<file path="config.mk">
export PLATFORM = sky130hd
export DESIGN_NAME = mbox_nxm_ctl
export DESIGN_NICKNAME = d
export VERILOG_FILES = /design/src/rtl/mbox_nxm_pkg.sv /design/src/rtl/mbox_nxm_timer.sv /design/src/rtl/mbox_nxm_ctl.sv
export SDC_FILE = /design/constraint.sdc
export NUM_CORES = 1
export LEC_CHECK = 0
export CAP_MARGIN = 10
export CORE_MARGIN = 1
export CORE_UTILIZATION = 53
export DETAILED_ROUTE_END_ITERATION = 7
export PLACE_DENSITY = 0.83
export SYNTH_ARGS = -nofsm -noshare
export SYNTH_HDL_FRONTEND = slang
export SYNTH_SLANG_ARGS = --single-unit
</file>
<file path="constraint.sdc">
create_clock -name clk -period 4.11 [get_ports clk]
set_input_delay 0.822 -clock clk [delete_from_list [all_inputs] [get_ports clk]]
set_output_delay 0.822 -clock clk [all_outputs]
set_load 0.02 [all_outputs]
</file>
<file path="src/rtl/mbox_nxm_pkg.sv">
// Shared types and diagnostic field positions for the MBOX NXM timeout/error-capture block.
// Diagnostic positions are vector indices; EBUS bit k corresponds to index 35-k.
package mbox_nxm_pkg;

    typedef enum logic [1:0] {
        IDLE = 2'd0,
        WAIT = 2'd1,
        NXM  = 2'd2
    } nxm_state_t;

    // Request record sized for the widest diagnostic fields (36-bit address, 4-bit id)
    localparam int unsigned REQ_ADR_MAX_W = 36;
    localparam int unsigned REQ_ID_MAX_W  = 4;

    typedef struct packed {
        logic [REQ_ADR_MAX_W-1:0] adr;
        logic [REQ_ID_MAX_W-1:0]  id;
        logic                     rd;
        logic                     wr;
    } nxm_req_t;

    localparam int unsigned DIAG_W          = 36;
    localparam int unsigned DIAG_ERA_ID_LSB = 32;
    localparam int unsigned DIAG_ERA_RD     = 31;
    localparam int unsigned DIAG_ERA_WR     = 30;
    localparam int unsigned DIAG_ERA_VALID  = 29;
    localparam int unsigned DIAG_OVERRUN    = 28;
    localparam int unsigned DIAG_STATE_LSB  = 34;
    localparam int unsigned DIAG_ERRCNT_LSB = 18;
    localparam int unsigned DIAG_ERRCNT_W   = 16;

endpackage

</file>
<file path="src/rtl/mbox_nxm_timer.sv">
// Phase-tick timeout counter: clears on request start, counts enabled ticks and
// holds at the terminal value TMO_TICKS-1 instead of wrapping.
module mbox_nxm_timer
    import mbox_nxm_pkg::*;
#(
    parameter int unsigned TMO_W     = 8,
    parameter int unsigned TMO_TICKS = 255
) (
    input  logic             clk,
    input  logic             rst_n,
    input  logic             clr,
    input  logic             en,
    output logic [TMO_W-1:0] tcnt,
    output logic             tc
);

    logic [TMO_W-1:0] tcnt_r;
    logic             tc_s;

    assign tc_s = (tcnt_r == TMO_W'(TMO_TICKS - 1));

    // Tick counter with clear priority and saturation at terminal count
    always_ff @(posedge clk or negedge rst_n) begin
        if (!rst_n) begin
            tcnt_r <= {TMO_W{1'b0}};
        end else if (clr) begin
            tcnt_r <= {TMO_W{1'b0}};
        end else if (en && !tc_s) begin
            tcnt_r <= tcnt_r + TMO_W'(1);
        end else begin
            tcnt_r <= tcnt_r;
        end
    end

    assign tcnt = tcnt_r;
    assign tc   = tc_s;

endmodule

</file>
<file path="src/rtl/mbox_nxm_ctl.sv">
// MBOX NXM controller: times SBUS requests, runs a synthetic ACKN sequence on timeout and
// captures the first error in the ERA. Optional NXM event counter under MBOX_NXM_ERRCNT_EN.
module mbox_nxm_ctl
    import mbox_nxm_pkg::*;
#(
    parameter int unsigned NREQ      = 4,
    parameter int unsigned ADR_W     = 22,
    parameter int unsigned TMO_W     = 8,
    parameter int unsigned TMO_TICKS = 255,
    parameter int unsigned NXM_SEQ   = 5
) (
    input  logic                    clk,
    input  logic                    RESET_N,
    input  logic                    start,
    input  logic [$clog2(NREQ)-1:0] start_id,
    input  logic [ADR_W-1:0]        start_adr,
    input  logic                    start_rd,
    input  logic                    start_wr,
    input  logic                    phase_tick,
    input  logic                    ackn,
    input  logic                    err_clr,
    input  logic [1:0]              diag_sel,
    output logic                    core_busy,
    output logic                    nxm_ack,
    output logic                    nxm_data_val,
    output logic [NREQ-1:0]         nxm_err,
    output logic                    era_valid,
    output logic [ADR_W-1:0]        era_adr,
    output logic [$clog2(NREQ)-1:0] era_id,
    output logic                    era_rd,
    output logic                    era_wr,
    output logic                    overrun,
    output logic [35:0]             diag_data
);

    localparam int unsigned ID_W   = $clog2(NREQ);
    localparam int unsigned SCNT_W = $clog2(NXM_SEQ);

    nxm_state_t         state_r;
    nxm_state_t         state_s;
    nxm_req_t           req_r;
    nxm_req_t           era_r;
    logic               era_valid_r;
    logic [SCNT_W-1:0]  scnt_r;
    logic [NREQ-1:0]    nxm_err_r;
    logic [NREQ-1:0]    err_set_s;
    logic               overrun_r;
    logic               core_busy_r;
    logic               nxm_ack_r;
    logic               nxm_data_val_r;
    logic [DIAG_W-1:0]  diag_r;
    logic [DIAG_W-1:0]  diag_s;
    logic [TMO_W-1:0]   tcnt_s;
    logic               tc_s;
    logic               accept_s;
    logic               tmr_en_s;
    logic               timeout_s;
    logic               seq_ack_s;
    logic               seq_end_s;
    logic               capture_s;

    mbox_nxm_timer #(
        .TMO_W     (TMO_W),
        .TMO_TICKS (TMO_TICKS)
    ) u_timer (
        .clk   (clk),
        .rst_n (RESET_N),
        .clr   (accept_s),
        .en    (tmr_en_s),
        .tcnt  (tcnt_s),
        .tc    (tc_s)
    );

    // FSM state register
    always_ff @(posedge clk or negedge RESET_N) begin
        if (!RESET_N) begin
            state_r <= IDLE;
        end else begin
            state_r <= state_s;
        end
    end

    // FSM next state; ackn beats a same-cycle timeout, and is ignored once in NXM
    always_comb begin
        state_s = state_r;
        case (state_r)
            IDLE: begin
                if (start) begin
                    state_s = WAIT;
                end else begin
                    state_s = IDLE;
                end
            end
            WAIT: begin
                if (ackn) begin
                    state_s = IDLE;
                end else if (phase_tick && tc_s) begin
                    state_s = NXM;
                end else begin
                    state_s = WAIT;
                end
            end
            NXM: begin
                if (scnt_r == SCNT_W'(NXM_SEQ - 1)) begin
                    state_s = IDLE;
                end else begin
                    state_s = NXM;
                end
            end
            default: state_s = IDLE;
        endcase
    end

    // FSM decoded actions; ack is decoded one step early so the registered pulse lands on NXM_SEQ-2
    always_comb begin
        accept_s  = 1'b0;
        tmr_en_s  = 1'b0;
        timeout_s = 1'b0;
        seq_ack_s = 1'b0;
        seq_end_s = 1'b0;
        case (state_r)
            IDLE: begin
                accept_s = start;
            end
            WAIT: begin
                tmr_en_s  = phase_tick;
                timeout_s = phase_tick && tc_s && !ackn;
            end
            NXM: begin
                seq_ack_s = (scnt_r == SCNT_W'(NXM_SEQ - 3));
                seq_end_s = (scnt_r == SCNT_W'(NXM_SEQ - 1));
            end
            default: begin
                accept_s = 1'b0;
            end
        endcase
        capture_s = timeout_s && !era_valid_r;
        if (seq_end_s) begin
            err_set_s = NREQ'(1'b1) << req_r.id;
        end else begin
            err_set_s = {NREQ{1'b0}};
        end
    end

    // Request register loaded on an accepted start
    always_ff @(posedge clk or negedge RESET_N) begin
        if (!RESET_N) begin
            req_r <= '0;
        end else if (accept_s) begin
            req_r <= '{adr: REQ_ADR_MAX_W'(start_adr), id: REQ_ID_MAX_W'(start_id),
                       rd: start_rd, wr: start_wr};
        end else begin
            req_r <= req_r;
        end
    end

    // Synthetic sequence step counter
    always_ff @(posedge clk or negedge RESET_N) begin
        if (!RESET_N) begin
            scnt_r <= {SCNT_W{1'b0}};
        end else if (timeout_s) begin
            scnt_r <= {SCNT_W{1'b0}};
        end else if (state_r == NXM) begin
            scnt_r <= scnt_r + SCNT_W'(1);
        end else begin
            scnt_r <= scnt_r;
        end
    end

    // Registered handshake outputs
    always_ff @(posedge clk or negedge RESET_N) begin
        if (!RESET_N) begin
            core_busy_r    <= 1'b0;
            nxm_ack_r      <= 1'b0;
            nxm_data_val_r <= 1'b0;
        end else begin
            core_busy_r    <= (state_s != IDLE);
            nxm_ack_r      <= seq_ack_s;
            nxm_data_val_r <= seq_ack_s && req_r.rd;
        end
    end

    // Sticky error flags: a same-cycle set survives err_clr; overrun clears only on reset
    always_ff @(posedge clk or negedge RESET_N) begin
        if (!RESET_N) begin
            nxm_err_r <= {NREQ{1'b0}};
            overrun_r <= 1'b0;
        end else begin
            nxm_err_r <= (err_clr ? {NREQ{1'b0}} : nxm_err_r) | err_set_s;
            overrun_r <= overrun_r | (start && (state_r != IDLE));
        end
    end

    // ERA freezes on the first NXM entry; capture beats a same-cycle err_clr
    always_ff @(posedge clk or negedge RESET_N) begin
        if (!RESET_N) begin
            era_r       <= '0;
            era_valid_r <= 1'b0;
        end else if (capture_s) begin
            era_r       <= req_r;
            era_valid_r <= 1'b1;
        end else if (err_clr) begin
            era_r       <= era_r;
            era_valid_r <= 1'b0;
        end else begin
            era_r       <= era_r;
            era_valid_r <= era_valid_r;
        end
    end

`ifdef MBOX_NXM_ERRCNT_EN
    logic [DIAG_ERRCNT_W-1:0] errcnt_r;

    // Saturating NXM completion count; a completing NXM beats a same-cycle clear
    always_ff @(posedge clk or negedge RESET_N) begin
        if (!RESET_N) begin
            errcnt_r <= {DIAG_ERRCNT_W{1'b0}};
        end else if (err_clr) begin
            errcnt_r <= DIAG_ERRCNT_W'(seq_end_s);
        end else if (seq_end_s && (errcnt_r != {DIAG_ERRCNT_W{1'b1}})) begin
            errcnt_r <= errcnt_r + DIAG_ERRCNT_W'(1);
        end else begin
            errcnt_r <= errcnt_r;
        end
    end
`endif

    // Diagnostic read mux in EBUS order
    always_comb begin
        diag_s = {DIAG_W{1'b0}};
        case (diag_sel)
            2'd0: begin
                diag_s = era_r.adr;
            end
            2'd1: begin
                diag_s[DIAG_ERA_ID_LSB +: REQ_ID_MAX_W] = era_r.id;
                diag_s[DIAG_ERA_RD]                     = era_r.rd;
                diag_s[DIAG_ERA_WR]                     = era_r.wr;
                diag_s[DIAG_ERA_VALID]                  = era_valid_r;
                diag_s[DIAG_OVERRUN]                    = overrun_r;
            end
            2'd2: begin
                diag_s[NREQ-1:0] = nxm_err_r;
            end
            2'd3: begin
                diag_s[DIAG_STATE_LSB +: 2] = state_r;
                diag_s[TMO_W-1:0]           = tcnt_s;
`ifdef MBOX_NXM_ERRCNT_EN
                diag_s[DIAG_ERRCNT_LSB +: DIAG_ERRCNT_W] = errcnt_r;
`else
                diag_s[DIAG_ERRCNT_LSB +: DIAG_ERRCNT_W] = {DIAG_ERRCNT_W{1'b0}};
`endif
            end
            default: begin
                diag_s = {DIAG_W{1'b0}};
            end
        endcase
    end

    // Registered diagnostic output
    always_ff @(posedge clk or negedge RESET_N) begin
        if (!RESET_N) begin
            diag_r <= {DIAG_W{1'b0}};
        end else begin
            diag_r <= diag_s;
        end
    end

    assign core_busy    = core_busy_r;
    assign nxm_ack      = nxm_ack_r;
    assign nxm_data_val = nxm_data_val_r;
    assign nxm_err      = nxm_err_r;
    assign era_valid    = era_valid_r;
    assign era_adr      = era_r.adr[ADR_W-1:0];
    assign era_id       = era_r.id[ID_W-1:0];
    assign era_rd       = era_r.rd;
    assign era_wr       = era_r.wr;
    assign overrun      = overrun_r;
    assign diag_data    = diag_r;

endmodule
</file>
==> results.json, run 1 <==
{
  "portBuffers": 98,
  "drt_iter0_markers": 167,
  "die_w_um": 91.02,
  "cp_max_fo": 27,
  "drv_cap": 0,
  "grtUsageMet3_pct": 3.183,
  "ys_warn_count": 0,
  "die_y_um": 91.02,
  "cp_slowest_cell": "nand4_4",
  "required_ns": 4.35,
  "clock_latency_ns": 0.36,
  "fin_nets": 497,
  "worst_pin_slew_ns": 0.9866,
  "cp-end-kind": "register",
  "fin_util_pct": 70.78,
  "post-route-period-util_pct": 58.41,
  "synth_cell_types": 40,
  "max_freq_mhz": 416.5,
  "met1_usage_pct": 29.28,
  "layout_commonest_cell": "dfrtp_1",
  "ys_seq_area_share_pct": 61.96,
  "cts_resized": 0,
  "powerDensity_nw_per_um2": 363.8,
  "overflow": 0,
  "met2_usage_pct": 37.18,
  "grt_usage_pct": 22.26,
  "min_path_type": "reg2reg",
  "yosys.area.top_type": "dfrtp_1",
  "fillerInstances": 580,
  "drtPass1Iterations": 4,
  "busiest_layer": "met2",
  "cp_cell_sequence": "clkdlybuf4s50_1 > nor3b_4 > nand4_4 > mux2_4",
  "wire_per_inst_um": 15.14,
  "rows": 32,
  "synthTopCellsByArea": "dfrtp_1, nand2_1, mux2_4",
  "antenna_cells": 0,
  "avgSynthCellArea_um2": 11.80,
  "dieArea_um2": 8285,
  "core_area_um2": 7687,
  "worstSetupPathType": "in2reg",
  "crit_path_max_incr_delay_ns": 0.57,
  "grt_pass1_vias": 2807,
  "clockRootBuffer": "clkbuf_8",
  "drc_errors": 0,
  "syn-cell-area_um2": 4200,
  "synth_seq_cells": 104,
  "postRouteAntennaNets": 0,
  "clockBufferDepth": 2,
  "clock-sinks": 104,
  "wl_um": 8492,
  "layout_common_cells": "dfrtp_1, clkdlybuf4s50_1, nand2_1",
  "hpwlAfterDp_um": 5924,
  "setup_violations": 0,
  "ir_drop_mv": 0.1600,
  "power.leakage_nw": 2.644,
  "antenna_found_initial": 0,
  "initial_core_util_pct": 54.64,
  "viasPerCell": 5.100,
  "num_vias": 2861,
  "status": "complete, no violations",
  "postCtsSetupBuffers": 0,
  "cts-buffers-inserted": 9,
  "rsz0062_at_grt": "no",
  "final-max-slew-violation-count": 0,
  "clk_pin_slew_worst_paths_ns": 0.09,
  "grt_pass1_wl_um": 14190,
  "synth_cells": 356,
  "area_growth_pct": 29.55,
  "worst_setup_path_start_kind": "input port",
  "place_ws_ns": 1.314,
  "h-tree-depth": 3,
  "setup_tns_ns": 0,
  "grt_max_degree": 82,
  "max_slew_margin_pct": 34.07,
  "place.gp.congestion": 0.8178,
  "cts_tree": "yes",
  "cts_hold_buf": 0,
  "period_needed_ns": 2.401,
  "pin_count": 105,
  "setup_slack_ns": 1.709,
  "crit_arrival_ns": 2.64,
  "drive_above_1_share_pct": 10.68,
  "clock_skew_ns": 0.01276,
  "hold_viol": 0,
  "synth_top_area_share_pct": 61.96
}
logic make-up after synthesis:
| group | after synthesis | share of synthesized area [%] |
|---|---|---|
| and+or+nand+nor | 155 | 17.49 |
| DFF | 104 | 61.96 |
| AOI/OAI and AO/OA | 28 | 4.617 |
| buffers and inverters | 28 | 3.425 |
| muxes | 27 | 8.907 |
| adders and majority gates | 9 | 2.681 |
| xor gates and xnor gates | 4 | 0.8342 |
| other | 1 | 0.08928 |
critical path: cells and delay by family:
kind	cells	cell delay, ns
buf+inv	1	0.46
mux	1	0.51
simple gates	2	0.84
synthesized netlist by cell type (all sizes together):
library cell	n
and4	1
a222oi	4
and2	26
buf	8
nor3b	2
a21oi	3
ha	9
nand3	6
nor2b	1
or3	1
o41ai	1
and3	1
conb	1
xor2	2
and4b	1
mux2i	1
nand4	4
o22ai	2
xnor2	2
o21ai	7
a21o	2
nand3b	1
clkbuf	11
inv	9
o211ai	2
dfrtp	104
nand2	92
or4	1
nor2	15
mux2	26
nand2b	3
a22oi	4
a211oi	1
o31ai	2
power by group:
group	internal, mW	total [mW]	switching [mW]
clock network	0.299	0.642	0.343
registers	1.09	1.14	0.0544
logic	0.0831	0.195	0.112
total	1.47	1.98	0.509
through the flow:
stage / std cells / instance area (um2) / hold slack [ns] / power, mW
4_1_cts: 561 / 5441 / 0.4890 / 1.995
2_1_floorplan: 361 / 4219 / 0.4417 / 1.260
5_1_grt: 561 / 5441 / 0.5171 / 2.075
6_report: 561 / 5441 / 0.4865 / 1.979
3_3_place_gp: 545 / 5238 / 0.4539 / 1.347
3_5_place_dp: 545 / 5238 / 0.4666 / 1.360
per-layer routing:
layer	wire length [um]	part of all wire (%)	vias up
li1	-	-	1354
met1	3693	43	1404
met2	4284	50	91
met3	354	4.2	12
met4	160	1.9	0
met5	0	0	-
worst paths after layout:
check / startpoint / to / slack [ns] / cells after the start
worst max-delay path: ackn / era_adr[9]$_DFFE_PN0P_ / 1.71 / 4
worst min-delay path: req_r[22]$_DFFE_PN0N_ / req_r[22]$_DFFE_PN0N_ / 0.49 / 2
worst max register to register: u_timer.tcnt[0]$_DFFE_PN0P_ / era_adr[9]$_DFFE_PN0P_ / 1.89 / 6
worst min register to register: req_r[22]$_DFFE_PN0N_ / req_r[22]$_DFFE_PN0N_ / 0.49 / 2
max in group asynchronous: RESET_N / era_adr[0]$_DFFE_PN0P_ / 2.73 / 2
min in group asynchronous: RESET_N / diag_data[15]$_DFF_PN0_ / 0.61 / 1
state kept, by name, indices dropped and copies added, names as in the netlist, 2 cells and up:
| signal | cells |
|---|---|
| req_r | 26 |
| era_adr | 22 |
| diag_data | 30 |
| state_r | 2 |
| u_timer.tcnt | 8 |
| nxm_err | 4 |
| scnt_r | 3 |
| era_id | 2 |
cell type report:
type / instances / area (um2) / share of cell area (%)
Sequential cell: 104 / 2603 / 47.83
Multi-Input combinational cell: 229 / 1473 / 27.06
Timing Repair Buffer: 101 / 1001 / 18.40
Clock buffer: 10 / 137.6 / 2.529
Tap cell: 102 / 127.6 / 2.345
Clock inverter: 6 / 66.31 / 1.219
Inverter: 9 / 33.78 / 0.6208
Note: power is estimated with default switching activity, not from simulation.
==> run 2, diff against run 1 <==
--- a/config.mk
+++ b/config.mk
@@ -7,9 +7,9 @@
 export LEC_CHECK = 0
 export CAP_MARGIN = 10
 export CORE_MARGIN = 1
-export CORE_UTILIZATION = 53
+export CORE_UTILIZATION = 44
 export DETAILED_ROUTE_END_ITERATION = 7
-export PLACE_DENSITY = 0.83
+export PLACE_DENSITY = 0.74
 export SYNTH_ARGS = -nofsm -noshare
 export SYNTH_HDL_FRONTEND = slang
 export SYNTH_SLANG_ARGS = --single-unit
==> constraint.sdc (replaced) <==
create_clock -name clk -period 2.01 [get_ports clk]
set_input_delay 0.402 -clock clk [delete_from_list [all_inputs] [get_ports clk]]
set_output_delay 0.402 -clock clk [all_outputs]
set_load 0.02 [all_outputs]
==> run 2 against run 1 <==
  * Sequential cell count did not move
  * Utilization fell by 11 points
  * Register-to-register slack got worse by 1.6 ns
  * Clock power rose by 87%
  * Die area rose by 20%
  * Via count rose by 0.73%
  * Routed wire length rose by 2.7%
  * Critical path depth fell by 3
  * Count of clock-buffer cells in the layout fell by 1
  * Clock skew barely moved
  * Total power rose by 100%
  * Worst setup slack got worse by 1.5 ns
  * Critical path type is now reg2out
==> results.json, run 2 (same netlist as run 1, synthesis figures left out) <==
{
  "wire_per_inst_um": 14.59,
  "cts_tree": "yes",
  "cts_resized": 0,
  "clk_pin_slew_worst_paths_ns": 0.10,
  "layout_common_cells": "dfrtp_1, clkdlybuf4s50_1, nand2_1",
  "rows": 35,
  "worst_setup_path_start_kind": "register",
  "fin_area_um2": 5563,
  "antenna_cells": 0,
  "rr_worst_depth": 6,
  "hpwlAfterDp_um": 6257,
  "grt_max_degree": 42,
  "drt_iter0_markers": 106,
  "grt_usage_pct": 18.68,
  "die_w_um": 99.71,
  "crit_path_max_incr_delay_ns": 0.63,
  "place.gp.congestion": 0.7869,
  "wl_um": 8723,
  "clockRootBuffer": "clkbuf_8",
  "grt_pass1_wl_um": 14210,
  "cp.depth": 1,
  "postRouteAntennaNets": 0,
  "cp-end-kind": "output port",
  "cts-buffers-inserted": 9,
  "post-route-period-util_pct": 89.96,
  "clock_skew_ns": 0.01243,
  "portBuffers": 98,
  "power.leakage_nw": 2.704,
  "fin_nets": 507,
  "worst_pin_slew_ns": 0.5320,
  "clockBufferDepth": 2,
  "drv_cap": 0,
  "core_area_um2": 9240,
  "initial_core_util_pct": 45.46,
  "cts_hold_buf": 0,
  "drc_errors": 0,
  "setup_tns_ns": 0,
  "crit_family": "buffers and inverters",
  "hold_viol": 0,
  "pin_count": 105,
  "num_vias": 2882,
  "postCtsSetupBuffers": 0,
  "max_freq_mhz": 553.0,
  "layout_commonest_cell": "dfrtp_1",
  "min_path_type": "in2async",
  "r2r_setup_slack_ns": 0.27,
  "cp_slowest_cell": "clkdlybuf4s50_1",
  "grt_pass1_vias": 2846,
  "period_needed_ns": 1.808,
  "die_y_um": 99.71,
  "crit_arrival_ns": 1.41,
  "clock_latency_ns": 0.36,
  "ir_drop_mv": 0.3241,
  "cp_max_fo": 3,
  "area_growth_pct": 32.44,
  "setup_violations": 0,
  "drive_above_1_share_pct": 12.58,
  "h-tree-depth": 3,
  "max_slew_margin_pct": 64.53,
  "cp_cell_sequence": "clkdlybuf4s50_1",
  "drtPass1Iterations": 5,
  "place_area_um2": 5384,
  "largest_reg_flops": 30,
  "status": "complete, no violations",
  "path_buf_inv": 1,
  "worstSetupPathType": "reg2out",
  "dieArea_um2": 9941,
  "powerDensity_nw_per_um2": 715.4,
  "rsz0062_at_grt": "no",
  "antenna_found_initial": 0,
  "final-max-slew-violation-count": 0,
  "clock-sinks": 104,
  "overflow": 0,
  "required_ns": 1.61,
  "viasPerCell": 4.819
}
[run 2: cell count changes in the layout (fill, tap and decap cells not counted), sizes merged]
cell / before / now
buf: 4 / 14
bufinv: 1 / 0
clkbuf: 10 / 9
clkinv: 1 / 4
clkinvlp: 3 / 1
inv: 10 / 11
[run 2: layout make-up]
class | instances | area [um2]
tap | 129 | 161.4
timing repair buffer | 111 | 1114
clock inverter | 7 | 55.05
multi-input combinational | 229 | 1473
sequential | 104 | 2603
inverter | 9 | 33.78
clock buffer | 9 | 123.9
fill | 767 | 3677
[run 2: final timing paths]
path                                             start                     endpoint
max                             era_adr[7]$_DFFE_PN0P_                   era_adr[7]
min                                            RESET_N        req_r[20]$_DFFE_PN0N_
max reg2reg                u_timer.tcnt[0]$_DFFE_PN0P_  u_timer.tcnt[7]$_DFFE_PN0P_
min reg2reg                       req_r[8]$_DFFE_PN0N_         req_r[8]$_DFFE_PN0N_
max in group asynchronous                      RESET_N         req_r[6]$_DFFE_PN0N_
min in group clk                  req_r[8]$_DFFE_PN0N_         req_r[8]$_DFFE_PN0N_
[run 2: metal layers]
layer / global-route usage (%) / wire [um]
met4: 5.543 / 107
met2: 30.61 / 4261
met5: 0 / 0
met1: 25.41 / 4000
met3: 3.514 / 353
[run 2: stage by stage]
stage | power (mW) | setup slack, ns | utilization (%) | hold WS [ns] | instances
global placement | 2.810 | 0.1201 | 58.27 | 0.4111 | 582
finish | 3.980 | 0.2018 | 60.20 | 0.007220 | 598
global route | 4.185 | 0.1399 | 60.20 | 0.02755 | 598
detailed placement | 2.829 | 0.08434 | 58.27 | 0.4190 | 582
CTS | 4.018 | 0.1770 | 60.20 | 0.01443 | 598
floorplan | 2.577 | 0.2596 | - | 0.1064 | 361
[run 2: where the power goes]
part | leakage [nW] | total, mW | internal, mW | switching, mW
registers | 1.39 | 2.32 | 2.23 | 0.0911
clock network | 0.0915 | 1.20 | 0.464 | 0.735
logic | 1.23 | 0.464 | 0.205 | 0.259
==> run 3, diff against run 2 <==
--- a/config.mk
+++ b/config.mk
@@ -9,6 +9,8 @@
 export CORE_MARGIN = 1
 export CORE_UTILIZATION = 44
 export DETAILED_ROUTE_END_ITERATION = 7
+export GPL_TIMING_DRIVEN = 0
+export HOLD_SLACK_MARGIN = 0.06
 export PLACE_DENSITY = 0.74
 export SYNTH_ARGS = -nofsm -noshare
 export SYNTH_HDL_FRONTEND = slang
==> run 3 against run 2 <==
  * Critical path type is now reg2reg
  * Final cell count is 2.0% higher
  * Largest cell class unchanged
  * Clock power rose by 12%
  * Highest routed layer unchanged
  * Largest power group unchanged
  * Register-to-register slack worse by 0.15 ns
  * Cell area rose by 1.2%
  * Critical endpoint is now u_timer.tcnt[7]$_DFFE_PN0P_
==> results.json, run 3 (same netlist as run 1, synthesis figures left out) <==
{
  "status": "complete, no violations",
  "pin_count": 105,
  "period_needed_ns": 1.889,
  "crit_arrival_ns": 2.18,
  "power_mw": 4.109,
  "antenna_found_initial": 0,
  "layout_common_cells": "dfrtp_1, clkdlybuf4s50_1, nand2_1",
  "hold_viol": 0,
  "cp-end-kind": "register",
  "cts-buffers-inserted": 9,
  "drtPass1Iterations": 5,
  "grt_usage_pct": 19.34,
  "layout_commonest_cell": "dfrtp_1",
  "max_freq_mhz": 529.4,
  "max_slew_margin_pct": 58.57,
  "area_growth_pct": 34.08,
  "fin_area_um2": 5632,
  "fillerInstances": 760,
  "clockPowerShare_pct": 32.6,
  "min_path_type": "reg2reg",
  "grt_pass1_vias": 2922,
  "postRouteAntennaNets": 0,
  "power.leakage_nw": 2.730,
  "grt_pass1_wl_um": 14680,
  "drt_iter0_markers": 130,
  "power_switching_mw": 1.099,
  "drive_above_1_share_pct": 12.47,
  "p_int_mw": 3.010,
  "drc_errors": 0,
  "pwr-share-seq_pct": 56.7,
  "fin_util_pct": 60.95,
  "power_switching_share_pct": 26.74,
  "wire_per_inst_um": 15.05,
  "cp_max_fo": 6,
  "fin_nets": 519,
  "h-tree-depth": 3,
  "worst_pin_slew_ns": 0.6215,
  "setup_violations": 0,
  "largest_reg_flops": 30,
  "clockBufferDepth": 2,
  "hpwlAfterDp_um": 6661,
  "cts_tree": "yes",
  "ir_drop_mv": 0.4057,
  "die_y_um": 99.71,
  "place.gp.congestion": 0.8224,
  "final-max-slew-violation-count": 0,
  "die_w_um": 99.71,
  "overflow": 0,
  "clock_skew_ns": 0.01278,
  "drv_cap": 0,
  "rows": 35,
  "setup_tns_ns": 0,
  "clock-sinks": 104,
  "clockRootBuffer": "clkbuf_8",
  "worstSetupPathType": "reg2reg",
  "dieArea_um2": 9941,
  "portBuffers": 98,
  "post-route-period-util_pct": 93.98,
  "required_ns": 2.30,
  "initial_core_util_pct": 45.46,
  "grt_max_degree": 59,
  "worst_setup_path_start_kind": "register",
  "place_area_um2": 5386,
  "powerDensity_nw_per_um2": 729.6,
  "clk_pin_slew_worst_paths_ns": 0.10,
  "viasPerCell": 4.844,
  "wl_um": 9182,
  "antenna_cells": 0,
  "num_vias": 2955,
  "clock_latency_ns": 0.37,
  "core_area_um2": 9240,
  "p_comb_share_pct": 10.6
}
## run 3: final timing paths
kind	startpoint	slack, ns	cells past startpoint	end
max	u_timer.tcnt[0]$_DFFE_PN0P_	0.12	6	u_timer.tcnt[7]$_DFFE_PN0P_
min	req_r[9]$_DFFE_PN0N_	0.48	2	req_r[9]$_DFFE_PN0N_
max reg2reg	u_timer.tcnt[0]$_DFFE_PN0P_	0.12	6	u_timer.tcnt[7]$_DFFE_PN0P_
min reg2reg	req_r[9]$_DFFE_PN0N_	0.48	2	req_r[9]$_DFFE_PN0N_
max in group asynchronous	RESET_N	0.71	3	u_timer.tcnt[0]$_DFFE_PN0P_
min in group asynchronous	RESET_N	0.59	2	era_adr[14]$_DFFE_PN0P_
## run 3: through the flow
stage | worst slack [ns] | std cells | hold slack, ns
floorplan | 0.2596 | 361 | 0.1064
finish | 0.1209 | 610 | 0.4780
detailed placement | -0.1161 | 589 | 0.4595
CTS | 0.04836 | 606 | 0.4831
global route | -0.005935 | 610 | 0.5048
global placement | -3.215 | 588 | 0.4537
## run 3: metal layers
layer / GRT usage (%) / share of wire, % / up-vias
li1: - / - / 1406
met2: 32.41 / 50 / 87
met3: 3.162 / 3.7 / 16
met4: 8.710 / 2.4 / 0
met1: 24.73 / 43 / 1446
met5: 0 / 0 / -
## run 3: repair_timing
| item | in CTS | in global routing |
|---|---|---|
| resized for setup | 0 | 1 |
| hold buffers | 1 | 0 |
| setup endpoints to repair | 0 | 20 |
| hold endpoints to repair | 28 | 0 |
| setup buffers | 0 | 4 |
## run 3: layout make-up
type	instances	area [um2]	share of cell area, %
clock inverters	6	76.32	1.355
plain buffers	19	110.1	1.955
well taps	129	161.4	2.866
inverters	9	33.78	0.5999
repair buffers	104	1046	18.57
flip-flops and latches	104	2604	46.23
clock buffers	10	127.6	2.266
multi-input cells	229	1473	26.15
## run 3: power by group through the flow
stage	Clock [mW]	Combinational (mW)	Sequential, mW
floorplan	0	0.228	2.35
finish	1.34	0.437	2.33
global placement	0	0.417	2.36
detailed placement	0	0.439	2.37
global route	1.46	0.500	2.35
CTS	1.37	0.443	2.33
## run 3: worst max-delay path: stages, from the launching register on
cell and delay, ns:
dfrtp_2 0.44, inv_1 0.06, ha_1 0.21, and3_1 0.20, a21o_1 0.25, or4_1 0.51
a21oi_1 0.15
